File: src/rtl/fcvt_s_w_seq.sv
// fcvt_s_w_seq: multi-cycle int32/uint32 to binary32 converter, round-to-nearest-even.
// Normalisation shifts up to SHIFT_STEP bits per cycle.
module fcvt_s_w_seq #(
   parameter int SHIFT_STEP = 1
) (
   input  logic        clk,
   input  logic        rst,
   input  logic        in_valid,
   output logic        in_ready,
   input  logic [31:0] in_int,
   input  logic        in_signed,
   output logic        out_valid,
   input  logic        out_ready,
   output logic [31:0] out_res,
   output logic        out_inexact
);
   localparam logic [1:0] IDLE = 2'd0, NORM = 2'd1, ROUND = 2'd2, DONE = 2'd3;
   generate
      if (SHIFT_STEP != 1 && SHIFT_STEP != 2 && SHIFT_STEP != 4 && SHIFT_STEP != 8 && SHIFT_STEP != 16) begin : g_bad_step
         $error("fcvt_s_w_seq: SHIFT_STEP must be 1, 2, 4, 8 or 16");
      end
   endgenerate
   logic [1:0]  state;
   logic        sign;
   logic [31:0] mag, mag_in;
   logic [7:0]  exp;
   logic        g, s, up;
   logic [23:0] m_sum;
   assign in_ready  = state == IDLE && !rst;
   assign out_valid = state == DONE;
   assign mag_in    = (in_signed & in_int[31]) ? -in_int : in_int;
   // bit 23 of m_sum is the mantissa carry-out; the low 23 bits are then already zero
   always_comb begin
      g     = mag[7];
      s     = |mag[6:0];
      up    = g & (s | mag[8]);
      m_sum = {1'b0, mag[30:8]} + 24'(up);
   end
   always_ff @(posedge clk) begin
      if (rst) begin
         state       <= IDLE;
         sign        <= 1'b0;
         mag         <= '0;
         exp         <= '0;
         out_res     <= '0;
         out_inexact <= 1'b0;
      end else begin
         case (state)
            IDLE: if (in_valid) begin
               sign <= in_signed & in_int[31];
               mag  <= mag_in;
               exp  <= 8'd158;
               if (mag_in == '0) begin
                  out_res     <= '0;
                  out_inexact <= 1'b0;
                  state       <= DONE;
               end else begin
                  state <= NORM;
               end
            end
            NORM: if (mag[31]) begin
               state <= ROUND;
            end else if (SHIFT_STEP > 1 && mag[31 -: SHIFT_STEP] == '0) begin
               mag <= mag << SHIFT_STEP;
               exp <= exp - 8'(SHIFT_STEP);
            end else begin
               mag <= mag << 1;
               exp <= exp - 8'd1;
            end
            ROUND: begin
               out_res     <= {sign, exp + 8'(m_sum[23]), m_sum[22:0]};
               out_inexact <= g | s;
               state       <= DONE;
            end
            default: if (out_ready) state <= IDLE;
         endcase
      end
   end
endmodule

File: config.mk
export PLATFORM = sky130hd
export DESIGN_NAME = fcvt_s_w_seq
export DESIGN_NICKNAME = d
export VERILOG_FILES = /design/src/rtl/fcvt_s_w_seq.sv
export SDC_FILE = /design/constraint.sdc
export NUM_CORES = 1
export LEC_CHECK = 0
export ABC_AREA = 1
export CAP_MARGIN = 20
export CORE_UTILIZATION = 35
export DETAILED_ROUTE_END_ITERATION = 8
export PLACE_DENSITY = 0.65
export SYNTH_ARGS = -nofsm -noshare
export SYNTH_HDL_FRONTEND = slang
export SYNTH_SLANG_ARGS = --single-unit
File: constraint.sdc
create_clock -name clk -period 8.98 [get_ports clk]
set_input_delay 1.796 -clock clk [delete_from_list [all_inputs] [get_ports clk]]
set_output_delay 1.796 -clock clk [all_outputs]
set_load 0.05 [all_outputs]
### Word level (Yosys, flattened, before mapping)

Cells that the tools add are included.

* flip-flop bits (word level): 76
* latch bits: 0
* bits in writable memories: 0
* ROM bits: 0
* input port bits: 37
* output and inout port bits: 35
* logic and storage cells: 53
* memories: 0

* $add $sub $neg: 4
* multiply operators: 0
* divide/modulo/power cells: 0
* magnitude comparators: 0
* equal/unequal tests: 7
* shift-type cells: 0
* multiplexer cells: 18
* bitwise operators: 4
* reductions and logical operators: 13

Operators by type and width (count)
* 32-bit two-way mux: 5
* 32-bit one-hot mux with 2 select lines: 2
* 32-bit zero test: 1
* 32-bit negator: 1
* 23-bit by 1-bit adder with 24-bit output: 1
* 8-bit two-way mux: 2
* 8-bit one-hot mux with 2 select lines: 1
* 3-bit AND reduction: 3
* 8-bit by 1-bit adder with 8-bit output: 1
* 2-bit two-way mux: 4
* 8-bit by 1-bit subtractor with 8-bit output, second input constant: 1
* 7-bit OR reduction: 1
* 2-bit inequality test, second input constant: 3
* 2-bit one-hot mux with 3 select lines: 1
* 2-bit == test, second input constant: 2
* 2-bit AND reduction: 2
* 2-bit nonzero test: 2
* 4-bit nonzero test: 1
* 1-bit AND: 2
* 2-bit by 1-bit == test with 1-bit output, second input constant: 1
* 2-bit zero test: 1
* 1-bit two-way mux: 2
* 2-bit by 1-bit inequality test with 1-bit output, second input constant: 1
* 1-bit bitwise OR: 2
* 3 further kinds: 3

### Depth between registers and ports, before layout

* depth in word-level cells: 6
* mapped depth: 24
* mapped depth without buffers: 24

### Worst setup path after synthesis

OpenSTA, ideal clock, no wires.

* path kind: input-to-output
* from: input port rst
* to: output port in_ready
* data arrival time: 2.835 ns
* required time: 7.184 ns
* slack: 4.349 ns
* cell stages on the path: 3
* path buffers: 2
* cells stage by stage: clkbuf_1 > clkbuf_1 > nor2_1

* word-level cells in the longest chain between the ends: 2

Ends and longest elaborated chain
* start: declaration: RTL line 7 `input logic rst,`
* 1-bit zero test: RTL line 29 `assign in_ready = state == IDLE && !rst;`
* 1-bit logical AND: RTL line 29
* end: declaration: RTL line 9 `output logic in_ready,`

Every way passes these cells.

### Worst setup path in the final report

Same ends and word-level chain as after synthesis.

==> impl_metrics.tcl <==
set metrics [dict create \
    status "completed" \
    power_density_nw_per_um2 260.4 \
    vias 5657 \
    ys_warn_count 0 \
    cts_resized 0 \
    max_freq_mhz 193.7 \
    n_fill_cell 1644 \
    place.gp.congestion 0.8910 \
    hold_end "mag[0]" \
    p_leak_uw 0.003070 \
    net-switching-power_uw 735.1 \
    cts_hold_buf 0 \
    yosys.area_share.adder_pct 2.746 \
    finalInstanceArea_um2 6583 \
    synth-seq-cells 76 \
    synth_compound_area_share_pct 16.64 \
    dpl_cell_area_um2 6243 \
    reg2reg_slack_ps 5100 \
    layout_common_cells "228 x nand2_1, 131 x nor2_1, 119 x inv_1" \
    finalMaxSlewViolations 0 \
    worst_clock_skew_ps 7.067 \
    final_hold_viol_count 0 \
    cts_setup_buffers 0 \
    setup-tns-final_ps 0 \
    vias_per_cell 4.894 \
    layout.cells.non_filler 1156 \
    cpMostUsedCell "clkdlybuf4s50_1" \
    worstSkewPairLatency_ps 330 \
    r2r_cells 24 \
    drive_gt1_share_pct 5.269 \
    swShare_pct 42.88 \
    final_nets 1013 \
    start_util_pct 35.97 \
    hold_start "mag[0]" \
    sequentialPowerShare_pct 32.0 \
    netlist_instances 919 \
    antenna_found_initial 0 \
    period_needed_ps 5163 \
    root_buffer "clkbuf_16" \
    cts_tree "yes" \
    tightestPinTransition_ps 977.9 \
    ant_nets 0 \
    p_clk_share_pct 24.1 \
    cp_slowest_cell "clkdlybuf4s50_1" \
    critPathBufInv 3 \
    cp.required_ps 7180 \
    critPathTopFamily "buffers and inverters" \
    crit_chain "clkdlybuf4s50_1, buf_4, nor2_1, clkdlybuf4s50_1" \
    seq_area_frac_synth_pct 27.83 \
    wl_per_cell_um 12.24 \
    cp.depth 4 \
    core_area_um2 15200 \
    fin_crit_sh_pct 57.50 \
    area_delta_synth_final_pct 20.39 \
    cts_buffers 9 \
    final_common_cell "nand2_1" \
    h-tree-depth 3 \
    drcViolationCount 0 \
    power_frac_comb_pct 44.0 \
    synth_xor_area_share_pct 0.8009 \
    cpPeakStageDelay_ps 800 \
    regToRegEndpoint "out_res[29]" \
    syn_area_um2 5468 \
    antenna_cells 0 \
    grt_start_max_net_pins 67 \
    synth-simple-area-share_pct 39.47 \
    track_usage_pct 17.96 \
    synth.area.mux_share_pct 0 \
    gr-total-overflow 0 \
    setup_violations 0 \
    die_h_um 127.0 \
    grt_pass1_vias 4858 \
    critPathMaxFanout 27 \
    synthesis.nets 968 \
    ir_worst_vdd_mv 0.1351 \
    rsz0062_at_grt "false" \
    min_path_type "register to register" \
    die_w_um 127.0 \
    avgSynthCellArea_um2 5.950 \
    cts.sinks 76 \
    max-clock-path-buffers 2 \
    p_int_uw 979.0 \
    place_inst 1141 \
    ys_types 37 \
    max_cap_violations 0 \
    io_pins 72 \
    synth_top_family_by_area "simple AND/OR/NAND/NOR gates" \
    hold_depth 2 \
    drt_iter0_drc 457 \
    dp_hpwl_um 10680 \
    critPathCaptureType "output port" \
    slew_headroom_pct 34.68 \
    first_pass_iters 5 \
    timing.rr.start "mag[0]" \
    grt_pass1_wl_um 23820 \
    wirelength_um 14150 \
    crit_arrival_ps 3370 \
    rows 45 \
    cp-start-kind "input pin" \
    path_class "input pin to output port" \
    port_buffers 71 \
    die_area_um2 16130 \
    path_clk_slew_ps 50 \
]
## worst register-to-register path: cells and delay by family (launching register included)
kind                     cells  cell delay, ps
AO/OA/AOI/OAI                3             310
buffers and inverters        1              70
flip-flops                   1             350
AND/OR/NAND/NOR             17            2490
adder cells (fa/ha/maj)      3             620
## how the worst max path moves through the flow
stage                from     endpoint  slack [ps]
2_1_floorplan         rst     in_ready        4350
3_3_place_gp   in_int[31]  out_res[30]        3660
3_5_place_dp   in_int[31]   out_res[4]        3560
4_1_cts               rst     in_ready        3800
5_1_grt        in_int[31]   out_res[4]        3440
6_report              rst     in_ready        3820
## routing by layer
| metal | global-route usage [%] | vias up | share of wire, % |
|---|---|---|---|
| li1 | - | 3055 | - |
| met2 | 25.66 | 139 | 40 |
| met4 | 4.692 | 0 | 0.66 |
| met3 | 2.848 | 6 | 4.9 |
| met5 | 0 | - | 0 |
| met1 | 27.53 | 2457 | 54 |
## synthesized netlist by cell type, drive strengths merged
master / count / share of area, %
nand3b: 7 / 0.96
nor3b: 2 / 0.27
nand4: 4 / 0.57
o21a: 1 / 0.14
nor2: 140 / 10
clkbuf: 22 / 1.5
ha: 12 / 2.7
dfxtp: 76 / 28
a31oi: 5 / 0.57
nor3: 21 / 1.9
clkinv: 2 / 0.14
inv: 122 / 8.4
a221oi: 18 / 2.9
or2: 1 / 0.11
buf: 20 / 2.5
o211ai: 2 / 0.27
nor4: 4 / 0.46
a21oi: 96 / 8.8
nand2: 235 / 16
or4: 1 / 0.14
nand3: 80 / 8.3
a211oi: 1 / 0.14
xor2: 4 / 0.64
xnor2: 1 / 0.16
o21ai: 42 / 3.8
## stage by stage
step | hold slack, ps | utilization [%] | power [uW] | setup WS [ps]
final | 481.6 | 43.30 | 1714 | 3817
after global routing | 499.4 | 43.30 | 1837 | 3437
after CTS | 481.6 | 43.30 | 1714 | 3802
after detailed placement | 468.5 | 41.07 | 1300 | 3556
after global placement | 463.4 | 41.07 | 1295 | 3662
after floorplan | 447.3 | - | 1096 | 4349
## cell families (layout without fill, tap and decap cells)
family                     Yosys count  count (layout)
AOI/OAI and AO/OA                  165             165
xor gates and xnor gates             5               5
adders and majority gates           12              12
buffers and inverters              166             215
DFF                                 76              76
and+or+nand+nor                    495             495
## power by group through the flow
stage / sequential, uW / clock [uW] / combinational [uW]
2_1_floorplan: 610 / 0 / 486
3_3_place_gp: 554 / 0 / 742
3_5_place_dp: 553 / 0 / 747
4_1_cts: 546 / 418 / 751
5_1_grt: 566 / 431 / 840
6_report: 548 / 413 / 754
## sequential cells by signal, summed over array words and instances, names as in the netlist
signal,flops
out_inexact,1
mag,32
exp,8
state,2
out_res,32
sign,1
## layout make-up
type | instances | area [um2] | share of cell area (%)
Tap cell | 188 | 235.2 | 3.573
Timing Repair Buffer | 76 | 748.2 | 11.37
Clock buffer | 10 | 239.0 | 3.630
Inverter | 124 | 465.4 | 7.071
Multi-Input combinational cell | 677 | 3273 | 49.72
Clock inverter | 5 | 100.1 | 1.521
Sequential cell | 76 | 1521 | 23.11
(Power assumes the default switching activity.)
